--- src/rtl/exu_alu_iq.sv ---
// ALU issue queue: holds dispatched ALU ops until both operands are ready, issues oldest-ready to the ALU.
// Latency: dispatch-with-ready-operands issues the next cycle; res_valid/res_tag follow issue by one cycle.
// Backpressure: disp_ready drops when every entry is occupied (registered state only); the ALU never stalls.
module exu_alu_iq #(
    parameter int DEPTH = 4,
    parameter int TAG_W = 6
) (
    input  logic             clk,
    input  logic             rst,
    input  logic             flush,
    input  logic             disp_valid,
    output logic             disp_ready,
    input  logic [13:0]      disp_alu_op,
    input  logic [TAG_W-1:0] disp_tag,
    input  logic             disp_src0_rdy,
    input  logic             disp_src1_rdy,
    input  logic [TAG_W-1:0] disp_src0_tag,
    input  logic [TAG_W-1:0] disp_src1_tag,
    input  logic [63:0]      disp_src0_val,
    input  logic [63:0]      disp_src1_val,
    input  logic             cdb_valid,
    input  logic [TAG_W-1:0] cdb_tag,
    input  logic [63:0]      cdb_data,
    output logic [13:0]      alu_op,
    output logic [63:0]      src0,
    output logic [63:0]      src1,
    output logic             iss_valid,
    output logic [TAG_W-1:0] iss_tag,
    output logic             res_valid,
    output logic [TAG_W-1:0] res_tag
);

    localparam int OP_W   = 14;
    localparam int DATA_W = 64;

    typedef struct packed {
        logic              rdy;
        logic [TAG_W-1:0]  tag;
        logic [DATA_W-1:0] val;
    } src_t;

    typedef struct packed {
        logic [OP_W-1:0]  op;
        logic [TAG_W-1:0] tag;
        src_t             s0;
        src_t             s1;
    } ent_t;

    logic [DEPTH-1:0] ent_vld;
    ent_t             ent_q   [DEPTH];
    // older_q[i][j] set means entry i was dispatched before entry j
    logic [DEPTH-1:0] older_q [DEPTH];

    logic [DEPTH-1:0] cand;
    logic [DEPTH-1:0] grant;
    logic [DEPTH-1:0] alloc_oh;
    logic [DEPTH-1:0] iss_oh;
    logic             disp_fire;
    ent_t             new_ent;

    function automatic src_t src_wake(input src_t s, input logic cv,
                                      input logic [TAG_W-1:0] ct,
                                      input logic [DATA_W-1:0] cd);
        src_t r;
        r = s;
        if (cv && !s.rdy && (s.tag == ct)) begin
            r.rdy = 1'b1;
            r.val = cd;
        end
        return r;
    endfunction

    assign alloc_oh   = ~ent_vld & (ent_vld + DEPTH'(1));
    assign disp_ready = ~rst & ~(&ent_vld);
    assign disp_fire  = disp_valid & disp_ready & ~flush;
    assign iss_valid  = ~rst & ~flush & (|cand);
    assign iss_oh     = grant & {DEPTH{iss_valid}};

    always_comb begin
        src_t d0;
        src_t d1;
        d0 = '{rdy: disp_src0_rdy, tag: disp_src0_tag, val: disp_src0_val};
        d1 = '{rdy: disp_src1_rdy, tag: disp_src1_tag, val: disp_src1_val};
        new_ent.op  = disp_alu_op;
        new_ent.tag = disp_tag;
        new_ent.s0  = src_wake(d0, cdb_valid, cdb_tag, cdb_data);
        new_ent.s1  = src_wake(d1, cdb_valid, cdb_tag, cdb_data);
    end

    // Candidates use registered rdy only; an entry wins if no older candidate exists.
    always_comb begin
        cand  = '0;
        grant = '0;
        for (int i = 0; i < DEPTH; i++) begin
            cand[i] = ent_vld[i] & ent_q[i].s0.rdy & ent_q[i].s1.rdy;
        end
        for (int i = 0; i < DEPTH; i++) begin
            grant[i] = cand[i];
            for (int j = 0; j < DEPTH; j++) begin
                if ((j != i) && cand[j] && older_q[j][i]) begin
                    grant[i] = 1'b0;
                end
            end
        end
    end

    always_comb begin
        alu_op  = '0;
        src0    = '0;
        src1    = '0;
        iss_tag = '0;
        for (int i = 0; i < DEPTH; i++) begin
            if (iss_oh[i]) begin
                alu_op  = alu_op  | ent_q[i].op;
                src0    = src0    | ent_q[i].s0.val;
                src1    = src1    | ent_q[i].s1.val;
                iss_tag = iss_tag | ent_q[i].tag;
            end
        end
    end

    // Payload needs no reset: it is only observed through a valid entry.
    always_ff @(posedge clk) begin
        for (int i = 0; i < DEPTH; i++) begin
            if (disp_fire && alloc_oh[i]) begin
                ent_q[i] <= new_ent;
            end else begin
                ent_q[i].s0 <= src_wake(ent_q[i].s0, cdb_valid, cdb_tag, cdb_data);
                ent_q[i].s1 <= src_wake(ent_q[i].s1, cdb_valid, cdb_tag, cdb_data);
            end
        end
    end

    always_ff @(posedge clk) begin
        if (rst) begin
            ent_vld   <= '0;
            res_valid <= 1'b0;
            res_tag   <= '0;
            for (int i = 0; i < DEPTH; i++) begin
                older_q[i] <= '0;
            end
        end else if (flush) begin
            ent_vld   <= '0;
            res_valid <= 1'b0;
            res_tag   <= '0;
        end else begin
            ent_vld   <= (ent_vld & ~iss_oh) | (alloc_oh & {DEPTH{disp_fire}});
            res_valid <= iss_valid;
            res_tag   <= iss_tag;
            // New entry is younger than every other slot, occupied or not.
            for (int i = 0; i < DEPTH; i++) begin
                if (disp_fire && alloc_oh[i]) begin
                    for (int j = 0; j < DEPTH; j++) begin
                        older_q[i][j] <= 1'b0;
                        if (j != i) begin
                            older_q[j][i] <= 1'b1;
                        end
                    end
                end
            end
        end
    end

endmodule

--- config.mk ---
export PLATFORM = sky130hd
export DESIGN_NAME = exu_alu_iq
export DESIGN_NICKNAME = d
export VERILOG_FILES = /design/src/rtl/exu_alu_iq.sv
export SDC_FILE = /design/constraint.sdc
export NUM_CORES = 1
export LEC_CHECK = 0
export CORE_UTILIZATION = 47
export CTS_CLUSTER_SIZE = 24
export DETAILED_ROUTE_END_ITERATION = 6
export PLACE_DENSITY = 0.7
export SETUP_SLACK_MARGIN = 0.3
export SLEW_MARGIN = 20
export SYNTH_ARGS = -nofsm -noshare
export SYNTH_HDL_FRONTEND = slang
export SYNTH_SLANG_ARGS = --single-unit
--- constraint.sdc ---
create_clock -name clk -period 21.9 [get_ports clk]
set_input_delay 5.475 -clock clk [delete_from_list [all_inputs] [get_ports clk]]
set_output_delay 5.475 -clock clk [all_outputs]
set_load 0.03 [all_outputs]
# Yosys cells after proc, flatten, opt, wreduce, memory -nomap -nowiden
# Memories as Yosys holds them, arrays and structs flattened.
# Index checks and enable logic that the tools add are counted.
dict set report op_classes {
  bitwise_logic 71
  n_mux 126
  add_sub_neg 1
  order_cmp 0
  eq_ne 10
  shifts 0
  n_reduce_logical 49
  div 0
  mul 0
}
# operator count
set ops {}
lappend ops {{64-bit two-way mux} 26}
lappend ops {{71-bit two-way mux} 8}
lappend ops {{64-bit OR} 6}
lappend ops {{1-bit two-way mux} 84}
lappend ops {{6-bit equality test} 10}
lappend ops {{14-bit two-way mux} 4}
lappend ops {{14-bit OR} 3}
lappend ops {{1-bit logical AND} 36}
lappend ops {{1-bit OR} 36}
lappend ops {{6-bit two-way mux} 4}
lappend ops {{6-bit OR} 3}
lappend ops {{4-bit AND} 4}
lappend ops {{1-bit AND} 13}
lappend ops {{1-bit zero test} 10}
lappend ops {{4-bit NOT} 2}
lappend ops {{4-bit by 1-bit adder with 4-bit output (second input constant)} 1}
lappend ops {{4-bit OR} 1}
lappend ops {{4-bit AND reduction} 1}
lappend ops {{4-bit OR reduction} 1}
lappend ops {{1-bit NOT} 3}
lappend ops {{2-bit OR reduction} 1}
dict set report totals {
  latchBits 0
  output_inout_bits 157
  n_memories 2
  register_bits 11
  ram_bits 664
  romBits 0
  elab_cells 262
  input_bits 237
}
# name words word_bits read_ports rd_ports_with_merged_regs write_ports line
set memory_table {}
lappend memory_table {ent_q 4 162 4 0 4 50} ;# ent_t ent_q [DEPTH];
lappend memory_table {older_q 4 4 4 0 4 52} ;# logic [DEPTH-1:0] older_q [DEPTH];

# Logic depth before layout (Yosys ltp)
# An unclocked memory read counts as a cell.
dict set report logic_depth {
  ltp_word 15
  mapped_depth 8
  ltp_nobuf 6
}

# Least setup slack after synthesis
# Ideal clock, no wire load.
dict set report synth_timing {
  path_kind {input port to flip-flop}
  start {in cdb_tag[3]}
  end {mem ent_q[1][0] (netlist bit) (enable)}
  slack_ps 8748
  arrival_ps 12491
  setup_time_ps 661
  path_buffers 1
  path_stages 4
  cell_sequence {buf_2 -> xnor2_1 -> nand2_1 -> o41ai_1}
}
# item line
set synth_rtl {}
lappend synth_rtl {{start, declared} 22} ;# input logic [TAG_W-1:0] cdb_tag,
lappend synth_rtl {{end, declared} 50}

# Worst setup path in the final report
dict set report layout_timing {
  start {in rst}
  end {out src0[44]}
}
dict set report layout_via {
  elab_chain_cells 11
}
# item line
set layout_lines {}
lappend layout_lines {{start, declared} 9} ;# input logic rst,
lappend layout_lines {{1-bit NOT (*)} 76} ;# assign iss_valid = ~rst & ~flush & (|cand);
lappend layout_lines {{1-bit AND (*) (2 in a row)} 76}
lappend layout_lines {{4-bit AND (*)} 77} ;# assign iss_oh = grant & {DEPTH{iss_valid}};
lappend layout_lines {{64-bit two-way mux} 113} ;# if (iss_oh[i]) begin
lappend layout_lines {{64-bit OR} 115} ;# src0 = src0 | ent_q[i].s0.val;
lappend layout_lines {{64-bit two-way mux} 113}
lappend layout_lines {{64-bit OR} 115}
lappend layout_lines {{64-bit two-way mux} 113}
lappend layout_lines {{64-bit OR} 115}
lappend layout_lines {{64-bit two-way mux (*)} 113}
lappend layout_lines {{end, declared} 25} ;# output logic [63:0] src0,
# Every way passes the cells marked *; elsewhere a longest branch is shown, timed or not.

==> impl_metrics.csv <==
group,metric,value,unit
sta,fin_ws,6.830,ns
sta,hold_viol_final,0,
drt,drt-initial-drc-count,1722,
power,p_comb_share,6.5,%
yosys,synth_area,0.03079,sq mm
yosys,syn_inst,1971,
setup_path,cp_slowest_cell,"buf_4",
yosys,async_flop_share,0,%
drt,wl_per_cell,28.35,microns
run_status,status,"completed",
drt,vias,19960,
setup_path,r2r_start,"ent_vld[0]",
cells_and_area,mostFrequentLayoutCells,"649 x edfxtp_1, 503 x mux2_2, 393 x clkdlybuf4s50_1",
yosys,synth_top_family_by_area,"multiplexers",
setup_path,r2r.worst_path.cells,4,
clock_tree,cts_setup_buffers,0,
setup_path,max_stage_delay,0.90,ns
drt,vias_per_cell,6.128,
drt,drtPass1Iterations,6,
sta,worst_pin_slew,1.165,ns
global_route,antenna_found_initial,20,
setup_path,crit_type,"in2out",
sta,min_period,15.07,ns
power,seqPwrFrac,51.7,%
placed_design,pre_cts_slack,6.893,ns
clock_tree,cts_max_level,3,
setup_path,cp.arrival,9.59,ns
clock_tree,clock-sinks,671,
yosys,synth_seq_cells,671,
drt,drc,0,
sta,rsz0062_at_grt,"no",
global_route,grt_max_degree,79,
setup_path,cp-endpoint,"src0[44]",
yosys,synth_edf_count,649,
sta,period_share,68.81,%
floorplanning,ioPinCount,394,
sta,fmax,66.36,MHz
clock_tree,clkLatencyLatePin,0.62,ns
cells_and_area,area_delta_synth_final,23.08,%
drt,wl,92.33,mm
cells_and_area,layout.nets,2572,
setup_path,cpMostUsedCell,"clkdlybuf4s50_1",
floorplanning,initial_utilization,47.67,%
setup_path,start_kind,"input port",
yosys,seq_area_frac_synth,64.73,%
setup_path,cp-startpoint,"rst",
cells_and_area,layout-drive-gt1-share,27.93,%
yosys,ys.warnings.count,0,
setup_path,reg2reg_to,"ent_q[1][5]",
setup_path,crit_chain,"clkdlybuf4s50_1 -> nor2_8 -> nand2_1 -> a2111oi_4 -> buf_4 -> a22oi_1 -> o21ai_0 -> clkdlybuf4s50_1",
flow_run,drv_cap,0,
power,power.density,73.55,mW/mm^2
clock_tree,cts.path.max_buffers,3,
setup_path,worst-path-max-fanout,78,
sta,finalSetupTns,0,ns
yosys,synth.avg_cell_area,15.62,sq um
sta,finalSetupViolCount,0,
sta,finalMaxSlewViolations,0,
yosys,muxShareOfSynthArea,18.73,%
clock_tree,cts_hold_buf,0,
power,internal-power,2199,uW
global_route,grt_first_pass_wirelength,135.2,mm
power,p_sw,588.1,uW
floorplanning,core_area,0.06458,sq mm
global_route,track_usage,27.51,%
power,switching_share,21.10,%
sta,skew,0.01627,ns
clock_tree,numCtsBuffers,72,
setup_path,worstSetupEndpointType,"output pin",
global_route,grt_pass1_vias,20400,
power,peakVddDrop,0.05520,mV
placed_design,dp_hpwl,54.79,mm
yosys,synth_compound_area_share,10.07,%
placed_design,port-buffer-count,393,
power,leakagePower,0.01173,uW
sta,maxSlewHeadroom,22.35,%
floorplanning,row_count,93,
floorplanning,die_h,257.9,microns
setup_path,rrSetupSlack,18.00,ns
setup_path,required,16.43,ns
clock_tree,clk_pin_slew_worst_paths,0.06,ns
yosys,synthDistinctLibCells,45,
drt,ant_nets,0,
clock_tree,cts_tree,"done",
floorplanning,chipWidth,257.9,microns
worst_hold_path,min_path_type,"reg2reg",
clock_tree,cts-root-buf,"clkbuf_16",
cells_and_area,layout_commonest_cell,"edfxtp_1",
placed_design,gp_congestion,0.8421,
global_route,gr-total-overflow,0,
floorplanning,dieArea,0.06653,sq mm
yosys,yosys.area_share.adder,0,%
clock_tree,cts_resized,0,
cells_and_area,fillers,4927,
yosys,synthSimpleGateAreaFrac,2.382,%
yosys,synth_xor_area_share,1.707,%
yosys,yosys_most_used_dff,"edfxtp_1",
yosys,syn_nets,2208,
power,clkPwrFrac,41.8,%
worst_hold_path,min-delay-start,"older_q[0][6]",
==> metrics by stage <==
stage	power, uW	hold slack [ns]	instances	utilization, %	cell area (sq um)
final	2787	0.4740	3257	58.67	37890
after CTS	2803	0.4727	3243	58.62	37860
after global placement	1639	0.4450	3113	55.07	35560
after floorplan	1553	0.4323	1971	-	30790
after detailed placement	1647	0.4588	3116	55.18	35640
after global routing	2864	0.4918	3255	58.66	37890
==> area by class of cell <==
type	instances	area, sq um	share of cell area (%)
antenna	14	35.03	0.09246
clock buffer	95	1994	5.264
clock inverter	32	224.0	0.5911
multi-input combinational	1142	10290	27.15
timing repair buffer	435	4302	11.35
tap	855	1070	2.823
sequential	671	19930	52.60
inverter	13	48.80	0.1288
==> how the worst min path moves through the flow <==
stage | to | slack, ns | cells past startpoint
2_1_floorplan | older_q[0][6] | 0.43 | 1
3_3_place_gp | older_q[0][6] | 0.45 | 1
3_5_place_dp | older_q[0][6] | 0.46 | 1
4_1_cts | older_q[0][6] | 0.47 | 1
5_1_grt | older_q[0][6] | 0.49 | 1
6_report | older_q[0][6] | 0.47 | 1
==> routing by layer <==
| metal | up-vias | GRT usage, % | share of wire (%) | wire (microns) |
|---|---|---|---|---|
| met2 | 787 | 45.69 | 50 | 45760 |
| met5 | - | 0 | 0.11 | 97 |
| met1 | 10320 | 35.47 | 40 | 37000 |
| met4 | 14 | 11.00 | 3.0 | 2782 |
| met3 | 159 | 5.389 | 7.2 | 6685 |
| li1 | 8683 | - | - | - |
==> state kept, by name (all words and copies together) (netlist names) <==
name,flops
older_q,12
ent_vld,4
res_valid,1
res_tag,6
ent_q,648
==> power groups by stage <==
stage	registers [uW]	clock network, uW	logic (uW)
CTS	1440	1180	181
global placement	1470	0	173
finish	1440	1170	181
global route	1440	1230	193
detailed placement	1470	0	180
floorplan	1470	0	87.2
==> worst max-delay path, delay by kind of cell <==
| kind | cells | cell delay [ns] |
|---|---|---|
| AOI/OAI and AO/OA | 3 | 0.77 |
| buffers and inverters | 3 | 2.31 |
| and+or+nand+nor | 2 | 0.93 |
==> synth_stat cells (3+ instances only) <==
| cell | instances | area share (%) |
|---|---|---|
| edfxtp_1 | 649 | 63 |
| mux2_2 | 503 | 18 |
| a22oi_1 | 224 | 5.5 |
| o21ai_0 | 121 | 2.0 |
| clkbuf_1 | 64 | 0.78 |
| nor2_1 | 60 | 0.73 |
| buf_2 | 57 | 0.93 |
| a221o_1 | 48 | 1.6 |
| xnor2_1 | 36 | 1.0 |
| a32oi_1 | 29 | 0.83 |
| xor2_1 | 24 | 0.68 |
| dfxtp_1 | 22 | 1.4 |
| nand2_1 | 18 | 0.22 |
| nand4_1 | 13 | 0.26 |
| buf_1 | 12 | 0.15 |
| inv_1 | 12 | 0.15 |
| mux2_1 | 9 | 0.33 |
| buf_4 | 6 | 0.15 |
| buf_6 | 6 | 0.22 |
| nor2_2 | 6 | 0.12 |
| and3_1 | 5 | 0.10 |
| and4_1 | 4 | 0.11 |
| nand2b_1 | 4 | 0.081 |
| nor3_1 | 4 | 0.065 |
| or3_1 | 4 | 0.081 |
| or4_1 | 4 | 0.098 |
| nor4_1 | 3 | 0.061 |
| o41ai_1 | 3 | 0.085 |
==> cells by family after synthesis <==
group	count (synthesis)
AOI/OAI and AO/OA	431
buffers and inverters	158
and+or+nand+nor	139
xor gates and xnor gates	60
DFF	671
muxes	512
Power figures use the tool's default switching activity.
